File: src/rtl/abr_mem_zeroize_arb.sv
// abr_mem_zeroize_arb
// Upstream port arbiter for one single-port ABR memory bank. Merges two
// client request streams (A, B) and a hardware zeroize sweep onto a single
// memory port, and routes the 1-cycle-latency read data back to whichever
// client issued the read.
//
// Optional feature: define ABR_MEM_ARB_RR_EN to resolve A/B conflicts
// round-robin instead of with fixed priority (A over B).
module abr_mem_zeroize_arb #(
    parameter int  DEPTH  = 64,
    parameter int  DATA_W = 96,
    localparam int ADDR_W = $clog2(DEPTH)
) (
    input  logic              clk,
    input  logic              rst_b,
    input  logic              zeroize_i,
    input  logic              a_req_i,
    input  logic              a_we_i,
    input  logic [ADDR_W-1:0] a_addr_i,
    input  logic [DATA_W-1:0] a_wdata_i,
    input  logic              b_req_i,
    input  logic              b_we_i,
    input  logic [ADDR_W-1:0] b_addr_i,
    input  logic [DATA_W-1:0] b_wdata_i,
    output logic              a_gnt_o,
    output logic              b_gnt_o,
    output logic              a_rvalid_o,
    output logic              b_rvalid_o,
    output logic [DATA_W-1:0] a_rdata_o,
    output logic [DATA_W-1:0] b_rdata_o,
    output logic              mem_re_o,
    output logic              mem_we_o,
    output logic [ADDR_W-1:0] mem_addr_o,
    output logic [DATA_W-1:0] mem_wdata_o,
    input  logic [DATA_W-1:0] mem_rdata_i,
    output logic              zeroize_busy_o,
    output logic              zeroize_done_o
);

    typedef enum logic [1:0] {
        ST_IDLE = 2'd0,
        ST_ZERO = 2'd1,
        ST_DONE = 2'd2
    } state_e;

    typedef enum logic [1:0] {
        OWN_NONE = 2'd0,
        OWN_A    = 2'd1,
        OWN_B    = 2'd2
    } owner_e;

    state_e            state_q, state_d;
    logic [ADDR_W-1:0] sweep_q, sweep_d;
    owner_e            owner_q, owner_d;

    logic canGrant;
    logic startZero;
    logic aPrio;
    logic aGnt;
    logic bGnt;

`ifdef ABR_MEM_ARB_RR_EN
    logic lastB_q, lastB_d;

    // Remember who was granted last; reset to B so that A wins the first conflict.
    always_ff @(posedge clk) begin
        if (!rst_b) begin
            lastB_q <= 1'b1;
        end else begin
            lastB_q <= lastB_d;
        end
    end

    // Any grant updates the history, conflict or not.
    always_comb begin
        lastB_d = lastB_q;
        if (aGnt) begin
            lastB_d = 1'b0;
        end else if (bGnt) begin
            lastB_d = 1'b1;
        end
    end

    assign aPrio = lastB_q;
`else
    assign aPrio = 1'b1;
`endif

    // Clients may only be granted in IDLE and only when no sweep is starting.
    always_comb begin
        startZero = (state_q == ST_IDLE) && zeroize_i;
        canGrant  = (state_q == ST_IDLE) && !zeroize_i;
        aGnt      = canGrant && a_req_i && (!b_req_i || aPrio);
        bGnt      = canGrant && b_req_i && !aGnt;
    end

    // Sequencing state, sweep address and the owner of the in-flight read.
    always_ff @(posedge clk) begin
        if (!rst_b) begin
            state_q <= ST_IDLE;
            sweep_q <= '0;
            owner_q <= OWN_NONE;
        end else begin
            state_q <= state_d;
            sweep_q <= sweep_d;
            owner_q <= owner_d;
        end
    end

    // Next-state logic and memory port drive; the sweep owns the port in ZERO.
    always_comb begin
        state_d     = state_q;
        sweep_d     = sweep_q;
        owner_d     = OWN_NONE;
        mem_re_o    = 1'b0;
        mem_we_o    = 1'b0;
        mem_addr_o  = '0;
        mem_wdata_o = '0;

        case (state_q)
            ST_IDLE: begin
                if (zeroize_i) begin
                    state_d = ST_ZERO;
                    sweep_d = '0;
                end else if (aGnt) begin
                    mem_we_o   = a_we_i;
                    mem_re_o   = !a_we_i;
                    mem_addr_o = a_addr_i;
                    if (a_we_i) begin
                        mem_wdata_o = a_wdata_i;
                    end else begin
                        owner_d = OWN_A;
                    end
                end else if (bGnt) begin
                    mem_we_o   = b_we_i;
                    mem_re_o   = !b_we_i;
                    mem_addr_o = b_addr_i;
                    if (b_we_i) begin
                        mem_wdata_o = b_wdata_i;
                    end else begin
                        owner_d = OWN_B;
                    end
                end
            end
            ST_ZERO: begin
                mem_we_o   = 1'b1;
                mem_addr_o = sweep_q;
                if (sweep_q == ADDR_W'(DEPTH - 1)) begin
                    state_d = ST_DONE;
                    sweep_d = '0;
                end else begin
                    sweep_d = sweep_q + 1'b1;
                end
            end
            ST_DONE: begin
                state_d = ST_IDLE;
            end
            default: begin
                state_d = ST_IDLE;
                sweep_d = '0;
            end
        endcase
    end

    // Read return: the owner sees its data one cycle after the grant, unless a
    // sweep is being accepted that cycle, in which case the data is withheld.
    always_comb begin
        a_gnt_o        = aGnt;
        b_gnt_o        = bGnt;
        a_rvalid_o     = (owner_q == OWN_A) && !startZero;
        b_rvalid_o     = (owner_q == OWN_B) && !startZero;
        a_rdata_o      = a_rvalid_o ? mem_rdata_i : '0;
        b_rdata_o      = b_rvalid_o ? mem_rdata_i : '0;
        zeroize_busy_o = (state_q == ST_ZERO) || (state_q == ST_DONE);
        zeroize_done_o = (state_q == ST_DONE);
    end

endmodule
File: config.mk
export PLATFORM = sky130hd
export DESIGN_NAME = abr_mem_zeroize_arb
export DESIGN_NICKNAME = d
export VERILOG_FILES = /design/src/rtl/abr_mem_zeroize_arb.sv
export SDC_FILE = /design/constraint.sdc
export NUM_CORES = 1
export LEC_CHECK = 0
export BUFFER_PORTS_ARGS = -buffer_cell sky130_fd_sc_hd__buf_2
export CAP_MARGIN = 20
export CORE_AREA = 10 10 226 228
export CTS_CLUSTER_SIZE = 8
export DETAILED_ROUTE_END_ITERATION = 10
export DIE_AREA = 0 0 236 238
export GPL_TIMING_DRIVEN = 0
export SLEW_MARGIN = 40
export SYNTH_ARGS = -nofsm -noshare
export SYNTH_HDL_FRONTEND = slang
export SYNTH_SLANG_ARGS = --single-unit
File: constraint.sdc
create_clock -name clk -period 2.4 [get_ports clk]
set_clock_uncertainty 0.15 [all_clocks]
set_input_delay 0.36 -clock clk [delete_from_list [all_inputs] [get_ports clk]]
set_output_delay 0.36 -clock clk [all_outputs]
set_load 0.02 [all_outputs]
# Yosys cells after proc, flatten, opt, wreduce, memory -nomap -nowiden
# Cells that the tools add are included.
[op_classes] n_addsub=1 eq_ne=7 n_mux=30 n_bitwise=3 reduce_logical=17
[op_table] operator="$mux W96" n=8
[op_table] operator="$mux W6" n=5
[op_table] operator="$pmux W6 S3" n=1
[op_table] operator="$pmux W6 S2" n=1
[op_table] operator="$mux W2" n=5
[op_table] operator="$mux W1" n=8
[op_table] operator="$logic_and A1 B1 Y1" n=7
[op_table] operator="$add A6 B1 Y6 const B" n=1
[op_table] operator="$eq A6 B6 Y1 const B" n=1
[op_table] operator="$logic_not A1 Y1" n=5
[op_table] operator="$eq A2 B1 Y1 const B" n=2
[op_table] operator="$eq A2 B2 Y1 const B" n=2
[op_table] operator="$ne A2 B2 Y1 const B" n=2
[op_table] operator="$pmux W2 S2" n=1
[op_table] operator="$reduce_and A2 Y1" n=2
[op_table] operator="$not A1 Y1" n=3
[op_table] operator="$reduce_or A3 Y1" n=1
[op_table] operator="$logic_not A2 Y1" n=1
[op_table] operator="$pmux W1 S2" n=1
[op_table] operator="$logic_or A1 B1 Y1" n=1
[word_totals] regBits=10 inputBits=307 output_inout_bits=302 elab_cells=61

# Logic depth before layout (Yosys ltp)
# Gate-level depths: netlist (run 1).
[logic_depth] ltp_word=9 ltp_mapped=10 ltp_nobuf=6

# Worst setup path after synthesis (run 1)
# Ideal clock, no wire load.
[synth_path] path_type="register to output" start="register state_q[0]" end="output mem_we_o" t_arrival_ps=1940 t_required_ps=1890 path_slack_ps=-50 path_stages_with_launch=10 path_buffers=3 path_cell_list="dfxtp_1 inv_1 ha_1 nor2b_1 and3b_1 buf_2 and2_1 buf_6 buf_6 or3_1"
[synth_between] elab_chain_cells=9 word_cells_on_any_way=11 classes_between="1 x eq/ne; 4 x mux; 6 x reduce/logical"
[synth_rtl] item="start: declaration" line_no="52" source="state_e state_q, state_d;"
[synth_rtl] item="start signal: assignment" line_no="104" source="state_q <= state_d;"
[synth_rtl] item="$logic_not A2 Y1 (*)" line_no="92" source="canGrant = (state_q == ST_IDLE) && !zeroize_i;"
[synth_rtl] item="$logic_and A1 B1 Y1 (*)" line_no="92"
[synth_rtl] item="$logic_and A1 B1 Y1" line_no="93" source="aGnt = canGrant && a_req_i && (!b_req_i || aPrio);"
[synth_rtl] item="$logic_not A1 Y1" line_no="94" source="bGnt = canGrant && b_req_i && !aGnt;"
[synth_rtl] item="$logic_and A1 B1 Y1 (*)" line_no="94"
[synth_rtl] item="net b_gnt_o" line_no="26" source="output logic b_gnt_o,"
[synth_rtl] item="$mux W1 (*)" line_no="134" source="end else if (bGnt) begin"
[synth_rtl] item="$mux W1 (*)" line_no="125" source="end else if (aGnt) begin"
[synth_rtl] item="$mux W1 (*)" line_no="122" source="if (zeroize_i) begin"
[synth_rtl] item="$pmux W1 S2 (*)" line_no="120" source="case (state_q)"
[synth_rtl] item="end: declaration" line_no="32" source="output logic mem_we_o,"
# Mark *: on every way through the listed nets, which the timed path passes. The rest lies on a longest branch.

# Worst setup path in the final report (run 1)
[layout_path] start="register state_q[1]" end="output mem_wdata_o[93]"
[layout_between] elab_chain_cells=9 word_cells_on_any_way=10 classes_between="4 x mux; 6 x reduce/logical"
[layout_rtl] item="$logic_not A2 Y1 (*)" line_no="92, 120"
[layout_rtl] item="$logic_and A1 B1 Y1" line_no="92"
[layout_rtl] item="$logic_and A1 B1 Y1" line_no="93"
[layout_rtl] item="$logic_not A1 Y1" line_no="94"
[layout_rtl] item="$logic_and A1 B1 Y1" line_no="94"
[layout_rtl] item="$mux W96" line_no="134"
[layout_rtl] item="$mux W96" line_no="125"
[layout_rtl] item="$mux W96" line_no="122"
[layout_rtl] item="$mux W96 (*)" line_no="120"
[layout_rtl] item="end: declaration" line_no="34" source="output logic [DATA_W-1:0] mem_wdata_o,"
# Every way passes the cells marked *; elsewhere a longest branch is shown, timed or not.

==> impl_results.md, run 1 <==
* Status: complete, but fails checks
* Violated checks: negative setup slack
* Filler cells at roughly 5,300
* Layout cell share with drive strength beyond 1 at 67.18%
* CTS buffer count at 3
* Worst-path cell chain: inv_2, ha_4, nor2b_4, and3b_1, and2_4, buf_12, clkbuf_16, a22o_1, buf_6
* Drt first-iter violations at between 200 and 250
* Leakage power at between 4 and 5 nW
* Yosys cell types at 29
* Via count at 5,845
* Final net count at 1,361
* Core Region at 0.04636 mm²
* Syn_nets at between 700 and 800
* WHS Path Cells at 2
* First-pass iteration count of the detailed router at 6
* Die W at about 240 µm
* DRC viols at 0
* Max_slew headroom at around 73%
* Number of core rows at about 80
* # IOs at around 610
* Largest net degree at the start of global routing at 11
* CP Class: flip-flop to primary output
* RSZ-0062 raised after global routing: true
* Startpoint type of the worst setup path: flip-flop
* Slew @ Worst Pin at 0.4088 ns
* CTS max path bufs at 2
* Period minus WS final at about 2.5 ns
* N_diodes at 0
* Vias per inst at about 3.5
* Hold crit path type: input pin to flip-flop
* Antenna violations before repair at 11
* Clk Latency, worst-skew pair at approximately 0.23 ns
* Tcrit/Tclk final at 105.5%
* Tot GR Track Use at 12.28%
* Final GP Congestion at around 0.88
* Crit end category: primary output
* Syn avg cell area at approximately 7 µm²
* Antenna-violating nets left at 0
* Htree depth at 1
* Post-Route WL at between 30 and 40 mm
* Worst Reg-to-Reg Cells at 7
* Max-cap violation count at 0
* PwrDens at between 200 and 250 mW/mm²
* Setup TNS Final at -7.737 ns
* Initial Utilization at roughly 6.4%
* Synth Register Bits at 10
* Post-Syn Instances at roughly 420
* Die area at 0.05617 mm²
* Die height at 238 µm
* Dpl hpwl at between 30 and 40 mm
* Hold Violations, Final at 0
* Clk root buf: clkbuf_16
* Synth Flop Type: dfxtp_1
* CTS tree: done
* CP max-delay cell: dfxtp_2
* Peak VDD IR at 0.0002202 V
* IO Port Bufs at just over 600
* Crit path DAT at approximately 2.0 ns
* Endpoints failing setup at 100
* First-pass GRT wire length at 50.12 mm
* Cell area after synthesis at approximately 0.0029 mm²
* Setup WS post-layout at -0.1317 ns
* Grt ovf at 0
* Final Util at roughly 18%
* Critical Path RT at about 1.9 ns
* Number of enable flip-flop cells after synthesis at 0
* Max incr delay on CP at between 0.3 and 0.4 ns
* Wirelength per Cell at around 23 µm
* Worst Path Max Fanout at 8
* Final Slew Violations at 0
* Vias in the first global route at around 6,200
* Syn. warnings at 0
* Sinks on Clock Net at 10
* Achievable Freq at 395.0 MHz
* CTS clk-pin slew, worst paths at approximately 0.040 ns
* Asr flop ratio synth at 0%
* Sequential area share after synthesis at under 10%
* Area grow syn2layout at 176.3%
* Hold bufs inserted after CTS at 0
## registers in the layout, summed over array words and instances, names as in the netlist
name     flops
state_q      2
owner_q      2
sweep_q      6
## critical path: cells and delay by family, from the launching register on
family,cells,cell delay (ns)
and+or+nand+nor,3,0.63
buffers and inverters,4,0.54
DFF,1,0.31
AOI/OAI and AO/OA,1,0.15
adders and majority gates,1,0.13
## Yosys cell counts, types with 3 or more instances
cell	number	share of area (%)
nand2_1	10	1.3
a222oi_1	6	2.0
buf_6	5	1.9
a21oi_1	6	1.0
nor2b_1	3	0.64
dfxtp_1	10	6.8
inv_1	10	1.3
o21ai_0	4	0.68
a22o_1	96	29
clkbuf_1	34	4.3
nand3_1	4	0.68
ha_1	5	2.1
nor4b_1	3	0.89
buf_2	10	1.7
and2_1	196	42
and3b_1	3	0.89
## cell families after synthesis
logic type	share of synthesized area, %
and+or+nand+nor	48.37
DFF	6.794
buffers and inverters	9.214
adders and majority gates	2.123
AOI/OAI and AO/OA	33.50
## path summary, 6_finish.rpt
check | from | endpoint | slack (ns)
worst max-delay path | state_q[1] | mem_wdata_o[93] | -0.13
worst min-delay path | a_we_i | owner_q[0] | 0.21
worst max register to register | state_q[0] | sweep_q[5] | 0.34
worst min register to register | sweep_q[0] | sweep_q[0] | 0.36
## layout by cell type, fill, tap and decap left out, types with 3 or more instances in the layout
cell type and count:
nor4b_1 3, buf_8 5, a222oi_1 6, clkbuf_2 9
nand3_1 4, a22o_4 14, buf_2 460, o21ai_0 4
clkbuf_4 7, buf_12 6, buf_6 78, ha_1 4
clkbuf_8 6, inv_1 8, buf_4 94, and2_1 190
a22o_1 82, a21oi_1 6, nand2_1 10, dfxtp_1 8
clkbuf_16 8, and2_4 6
## per-stage QoR
| stage | power, W | hold WS (ns) | std cells | setup WS (ns) | cell area [µm²] |
|---|---|---|---|---|---|
| after floorplan | 0.0006753 | 0.2867 | 421 | 0.01441 | 3047 |
| after global placement | 0.001289 | 0.3468 | 1636 | -0.8559 | 6849 |
| after detailed placement | 0.001295 | 0.3610 | 1636 | -0.8981 | 6849 |
| after CTS | 0.001816 | 0.2074 | 1649 | -0.2564 | 7866 |
| after global routing | 0.001911 | 0.2190 | 1655 | -0.2104 | 8142 |
| final | 0.001804 | 0.2126 | 1655 | -0.1317 | 8142 |
## area by class of cell
| type | count | area [µm²] | share of cell area [%] |
|---|---|---|---|
| multi-input cells | 352 | 2645 | 32.49 |
| well taps | 607 | 759.5 | 9.328 |
| clock buffers | 4 | 88.84 | 1.091 |
| inverters | 10 | 37.54 | 0.4610 |
| flip-flops and latches | 10 | 202.7 | 2.490 |
| plain buffers | 44 | 429.2 | 5.271 |
| repair buffers | 628 | 3979 | 48.87 |
## per-layer routing
layer / vias to the layer above / GRT usage [%] / share of wire, %
li1: 2723 / - / -
met1: 2665 / 13.64 / 39
met2: 423 / 23.84 / 52
met3: 34 / 3.056 / 7.4
met4: 0 / 0.8936 / 1.1
met5: - / 0 / 0
## power breakdown
| group | internal [W] | total [W] | leakage, nW | switching [W] |
|---|---|---|---|---|
| sequential | 0.000177 | 0.000185 | 0.0817 | 0.00000758 |
| clock | 0.000251 | 0.000328 | 0.0442 | 0.0000779 |
| combinational | 0.000603 | 0.00129 | 4.51 | 0.000688 |
## repair_timing
item	4_1_cts	5_1_grt
endpoints found under the setup margin	298	254
pin swaps	44	11
gates cloned	2	3
buffers inserted	10	5
resized for setup	269	75
No activity file was read; power rests on OpenSTA's default activity.
==> run 2, diff against run 1 <==
--- a/config.mk
+++ b/config.mk
@@ -10,2 +10,3 @@
 export CORE_AREA = 10 10 226 228
+export CTS_BUF_LIST = sky130_fd_sc_hd__clkbuf_8
 export CTS_CLUSTER_SIZE = 8
==> constraint.sdc (replaced) <==
create_clock -name clk -period 2.4 [get_ports clk]
set_clock_uncertainty 0.15 [all_clocks]
set_input_delay 0.24 -clock clk [delete_from_list [all_inputs] [get_ports clk]]
set_output_delay 0.24 -clock clk [all_outputs]
set_load 0.02 [all_outputs]
==> run 2 against run 1 <==
  * The run still ends with negative setup slack left
  * Fmax grew 5.0%
  * Register-to-register slack lost 0.15 ns
  * Global-route usage shrank 0.65 points
  * Total power shrank 8.6%
  * Cell count is essentially flat
  * Design area shrank 3.2%
  * Wire length shrank 3.9%
  * Sequential power is essentially flat
  * Core utilization shrank 0.57 points
  * Clock power shrank 34%
  * Combinational power shrank 3%
  * Critical endpoint is now mem_wdata_o[64]
==> impl_results.md, run 2 (synthesis gave the netlist of run 1 again) <==
* IO Port Bufs at 608 (unchanged)
* Crit path DAT at 2.02 ns (about the same)
* Final net count at 1,359 (-0.15%)
* Post-Route WL at 36.77 mm (-3.9%)
* Commonest non-fill, non-tap cell in the layout: buf_2
* Slew @ Worst Pin at 0.3299 ns (-0.07898 ns)
* Startpoint type of the worst setup path: flip-flop
* PwrDens at 209.3 mW/mm² (-5.6%)
* Worst Reg-to-Reg Cells at 8 (+1)
* Max_slew headroom at 78.01% (+5.3 points)
* Die height at 238 µm (unchanged)
* Sinks on Clock Net at 10 (unchanged)
* Crit end category: primary output
* Hold crit path type: input pin to flip-flop
* GR peak layer: met2
* Status: complete, but fails checks
* Critical R2R Launch: state_q[0]
* Core Region at 0.04636 mm² (unchanged)
* Worst Path Max Fanout at 5 (-3)
* Achievable Freq at 414.8 MHz (+5.0%)
* Dpl hpwl at 33.31 mm (-5.9%)
* Wirelength per Cell at 22.23 µm (-3.8%)
* Final instance area at 0.007878 mm² (-3.2%)
* Antenna-violating nets left at 0 (unchanged)
* Leakage power at 4.584 nW (-1.2%)
* First-pass GRT wire length at 47.38 mm (-5.5%)
* Layout Cells excl Fill at 1,654 (-0.060%)
* RSZ-0062 raised after global routing: true
* Layout cell share with drive strength beyond 1 at 66.25% (-0.92 points)
* Worst hold slack at 0.08843 ns (-0.1242 ns)
* CTS buffer count at 3 (unchanged)
* Endpoints failing setup at 5 (-95%)
* Peak VDD IR at 0.0001512 V (-31%)
* Die W at 236 µm (unchanged)
* Area after DPL at 0.006758 mm² (-1.3%)
* Clk Latency, worst-skew pair at 0.24 ns (about the same)
* Setup WS post-layout at -0.01064 ns (+0.1210 ns)
* Hold Violations, Final at 0 (unchanged)
* Critical Path RT at 2.01 ns (+0.12 ns)
* Met3 Use GR at 4.125% (+1.1 points)
* Violated checks: negative setup slack
* Top reg by flops: sweep_q
* Period minus WS final at 2.411 ns (-0.1210 ns)
* Htree depth at 1 (unchanged)
* Crit. Startpoint: state_q[0]
* Grt ovf at 0 (unchanged)
* Filler cells at 5,284 (-0.38%)
* Antenna violations before repair at 29 (+18)
* Most frequent cells in the layout: buf_2 (519), and2_1 (193), buf_6 (87), a22o_1 (85), buf_4 (19)
* Worst setup path end: mem_wdata_o[64]
* Number of core rows at 79 (unchanged)
* # IOs at 609 (unchanged)
* Initial Utilization at 6.356% (unchanged)
* Tcrit/Tclk final at 100.4% (-5.0 points)
* CTS tree: done
* Die area at 0.05617 mm² (unchanged)
* Drt first-iter violations at 234 (+9.3%)
* CTS max path bufs at 2 (unchanged)
* CP Class: flip-flop to primary output
* CTS clk-pin slew, worst paths at 0.05 ns (about the same)
* GRT met2 Usage at 22.03% (-1.8 points)
* Clk root buf: clkbuf_8
* Total power at 0.001649 W (-8.6%)
* Vias per inst at 3.562 (+0.87%)
* Final GP Congestion at 0.8416 (-4.4%)
* Area grow syn2layout at 167.3%
* Via count at 5,892 (+0.80%)
* Largest register FFs at 6 (unchanged)
* Vias in the first global route at 6,139 (-0.71%)
* Met1 Use GR at 12.37% (-1.3 points)
* Reg2reg end: sweep_q[5]
* Largest net degree at the start of global routing at 11 (unchanged)
* Post-placement cell count at 1,637 (+0.061%)
* Register-to-register setup slack at 0.19 ns (-0.15 ns)
* First-pass iteration count of the detailed router at 5 (-1)
* Max-cap violation count at 0 (unchanged)
* Final Slew Violations at 0 (unchanged)
* DRC viols at 0 (unchanged)
* Biggest regs: sweep_q (6), owner_q (2), state_q (2)
* Tot GR Track Use at 11.63% (-0.65 points)
run 2: power breakdown:
group          internal [W]  total (W)  switching [W]
registers          0.000177   0.000185     0.00000830
logic              0.000601    0.00125       0.000647
clock network      0.000145   0.000215      0.0000707
total              0.000923    0.00165       0.000726
run 2: critical path, cell delays in order, from the launching register on:
cell,delay (ns)
dfxtp_2,0.32
inv_2,0.07
ha_4,0.14
nor2b_4,0.16
and3b_1,0.19
and2_4,0.24
buf_12,0.17
clkbuf_16,0.16
a22o_1,0.15
buf_6,0.15
run 2: area by class of cell:
type / count / area [µm²] / share of cell area [%]
multi-input combinational: 352 / 2605 / 33.07
buffer: 46 / 405.4 / 5.146
sequential: 10 / 202.7 / 2.573
antenna: 1 / 2.502 / 0.03177
inverter: 10 / 40.04 / 0.5083
tap: 607 / 759.5 / 9.641
clock buffer: 4 / 55.05 / 0.6989
timing repair buffer: 624 / 3807 / 48.33
run 2: what timing repair did:
| action | CTS | global route |
|---|---|---|
| cloned | 2 | 4 |
| setup buffers | 7 | 3 |
| hold buffers | 0 | 0 |
| pin swaps | 44 | 31 |
| endpoints found under the setup margin | 298 | 213 |
| resized for setup | 225 | 81 |
run 2: worst min path at each step:
stage              start    endpoint  slack, ns  cells after the start
2_1_floorplan  zeroize_i  owner_q[0]       0.17                      1
3_3_place_gp   zeroize_i  owner_q[0]       0.33                      2
3_5_place_dp   zeroize_i  owner_q[1]       0.33                      2
4_1_cts           b_we_i  owner_q[1]       0.08                      2
5_1_grt           a_we_i  owner_q[0]       0.07                      2
6_report          b_we_i  owner_q[1]       0.09                      2
run 2: layer usage:
metal / vias up / part of all wire [%]
li1: 2735 / -
met1: 2607 / 36
met2: 477 / 52
met3: 67 / 10
met4: 6 / 2.0
met5: - / 0.082
run 2: through the flow:
step	setup WS, ns	util (%)	setup TNS [ns]
floorplan	0.07032	-	0
global placement	-0.7526	14.56	-113.86
detailed placement	-0.6169	14.58	-70.26
CTS	-0.1632	16.49	-11.62
global route	-0.09156	16.99	-4.315
finish	-0.01064	16.99	-0.03556
==> run 3, diff against run 2 <==
CTS_BUF_LIST = not set   (was sky130_fd_sc_hd__clkbuf_8)
==> run 3 against run 2 <==
  * The run now ends clean
  * Largest cell class unchanged
  * Combinational power hardly changed
  * Largest power group unchanged
  * First-iteration DRC count is 0.85% lower
  * Critical endpoint is now mem_wdata_o[49]
  * Register-to-register slack hardly changed
==> impl_results.md, run 3 (synthesis gave the netlist of run 1 again) <==
* Hold crit path type: input pin to flip-flop
* Tcrit/Tclk final at 99.66% (-0.79 points)
* Clk Latency, worst-skew pair at 0.24 ns (about the same)
* Grt ovf at 0 (unchanged)
* Worst Reg-to-Reg Cells at 8 (unchanged)
* First-pass GRT wire length at 47.44 mm (+0.12%)
* Drt first-iter violations at 232 (-0.85%)
* Max_slew headroom at 77.21% (-0.79 points)
* Die height at 238 µm (unchanged)
* Final GP Congestion at 0.8416 (unchanged)
* Area grow syn2layout at 167.4% (about the same)
* Period minus WS final at 2.392 ns (-0.01888 ns)
* Top reg by flops: sweep_q
* Status: completed
* CTS max path bufs at 2 (unchanged)
* Max-cap violation count at 0 (unchanged)
* Tot GR Track Use at 11.65% (+0.022 points)
* Startpoint type of the worst setup path: flip-flop
* CP max-delay cell: dfxtp_2
* Setup TNS Final at 0 ns (+0.03556 ns)
* Core Region at 0.04636 mm² (unchanged)
* Final net count at 1,357 (-0.15%)
* Hold bufs inserted after CTS at 0 (unchanged)
* Post-Route WL at 36.57 mm (-0.54%)
* Via count at 5,888 (-0.068%)
* Peak VDD IR at 0.0001879 V (+24%)
* Achievable Freq at 418.1 MHz (+0.79%)
* Total power at 0.001767 W (+7.2%)
* Most frequent cells in the layout: buf_2 (520), and2_1 (193), a22o_1 (86), buf_6 (84), buf_4 (23)
* # IOs at 609 (unchanged)
* Wirelength per Cell at 22.14 µm (-0.42%)
* CTS buffer count at 3 (unchanged)
* First-pass iteration count of the detailed router at 5 (unchanged)
* Hold Violations, Final at 0 (unchanged)
* Die W at 236 µm (unchanged)
* Vias per inst at 3.564 (about the same)
* Final Slew Violations at 0 (unchanged)
* RSZ-0062 raised after global routing: true
* Crit end category: primary output
* Antenna-violating nets left at 0 (unchanged)
* Register-to-register setup slack at 0.20 ns (about the same)
* Reg2reg end: sweep_q[5]
* Worst-path cell chain: inv_4, ha_4, nor2b_4, and3b_1, and2_4, buf_12, clkbuf_16, a22o_4, buf_6
* Dpl hpwl at 33.31 mm (unchanged)
* Endpoints failing setup at 0 (-5)
* Largest net degree at the start of global routing at 11 (unchanged)
* Crit path DAT at 2.00 ns (-0.02 ns)
* Worst setup path end: mem_wdata_o[49]
* CTS tree: done
* Crit. Startpoint: state_q[1]
* DRC viols at 0 (unchanged)
* Buf/Inv on CP at 4 (unchanged)
* Layout cell share with drive strength beyond 1 at 66.09% (-0.16 points)
* Antenna violations before repair at 29 (unchanged)
* Leakage power at 4.583 nW (about the same)
* Htree depth at 1 (unchanged)
* PwrDens at 224.3 mW/mm² (+7.2%)
* Sinks on Clock Net at 10 (unchanged)
* Initial Utilization at 6.356% (unchanged)
* Critical Path RT at 2.01 ns (about the same)
* Commonest non-fill, non-tap cell in the layout: buf_2
* Clk root buf: clkbuf_16
* Die area at 0.05617 mm² (unchanged)
* Vias in the first global route at 6,142 (+0.049%)
* CP delay by family, top: buffers and inverters
* Number of core rows at 79 (unchanged)
* CP Class: flip-flop to primary output
* Slew @ Worst Pin at 0.3418 ns (+0.01192 ns)
* IO Port Bufs at 608 (unchanged)
* Biggest regs: sweep_q (6), owner_q (2), state_q (2)
* Max incr delay on CP at 0.34 ns (+0.02 ns)
* Crit path depth at 9 (unchanged)
* Critical R2R Launch: state_q[0]
* CTS clk-pin slew, worst paths at 0.04 ns (about the same)
* Largest register FFs at 6 (unchanged)
* Worst Path Max Fanout at 9 (+4)
-- run 3: changes by cell type in the layout (fill, tap and decap cells not counted) --
| cell | previous run | this run |
|---|---|---|
| clkbuf_8 | 4 | 1 |
| buf_2 | 519 | 520 |
| a22o_4 | 11 | 10 |
| clkbuf_4 | 10 | 6 |
| a22o_1 | 85 | 86 |
| clkbuf_2 | 12 | 11 |
| buf_12 | 1 | 2 |
| buf_6 | 87 | 84 |
| clkbuf_16 | 4 | 6 |
| buf_8 | 13 | 14 |
| buf_4 | 19 | 23 |
-- run 3: report_power, final --
part	switching, W	leakage (nW)	internal [W]
combinational	0.000646	4.46	0.000599
clock	0.0000850	0.0442	0.000251
sequential	0.00000823	0.0817	0.000177
total	0.000739	4.58	0.00103
-- run 3: area by class of cell --
type	count	area (µm²)
diodes	1	2.502
plain buffers	45	424.2
clock buffers	4	88.84
fillers	5276	38480
inverters	10	40.04
multi-input cells	352	2596
flip-flops and latches	10	202.7
well taps	607	759.5
repair buffers	623	3765
-- run 3: worst min path at each step --
stage | start | endpoint | slack [ns] | depth (start not counted)
2_1_floorplan | zeroize_i | owner_q[0] | 0.17 | 1
3_3_place_gp | zeroize_i | owner_q[0] | 0.33 | 2
3_5_place_dp | zeroize_i | owner_q[1] | 0.33 | 2
4_1_cts | b_we_i | owner_q[1] | 0.08 | 2
5_1_grt | a_we_i | owner_q[0] | 0.08 | 2
6_report | a_we_i | owner_q[0] | 0.08 | 2
-- run 3: metrics by stage --
| step | std cells | utilization, % | setup WS (ns) | hold WS [ns] | instance area (µm²) |
|---|---|---|---|---|---|
| global placement | 1636 | 14.56 | -0.7526 | 0.3255 | 6749 |
| global route | 1651 | 16.99 | -0.07430 | 0.07617 | 7876 |
| finish | 1652 | 17.00 | 0.008243 | 0.08121 | 7879 |
| detailed placement | 1637 | 14.58 | -0.6169 | 0.3291 | 6758 |
| floorplan | 421 | - | 0.07032 | 0.1667 | 2947 |
| CTS | 1649 | 16.54 | -0.1589 | 0.08424 | 7667 |
-- run 3: per-layer routing --
layer	global-route usage (%)	up-vias	part of all wire, %
li1	-	2729	-
met1	12.37	2617	37
met2	22.07	474	52
met3	4.159	62	10
met4	1.593	6	1.6
met5	0	-	0.082
-- run 3: timing repair --
action / in CTS / in global routing
gates cloned: 2 / 3
setup buffers: 7 / 3
pin swaps: 44 / 17
setup endpoints to repair: 298 / 206
resized for setup: 223 / 86
endpoints found under the hold margin: 0 / 0
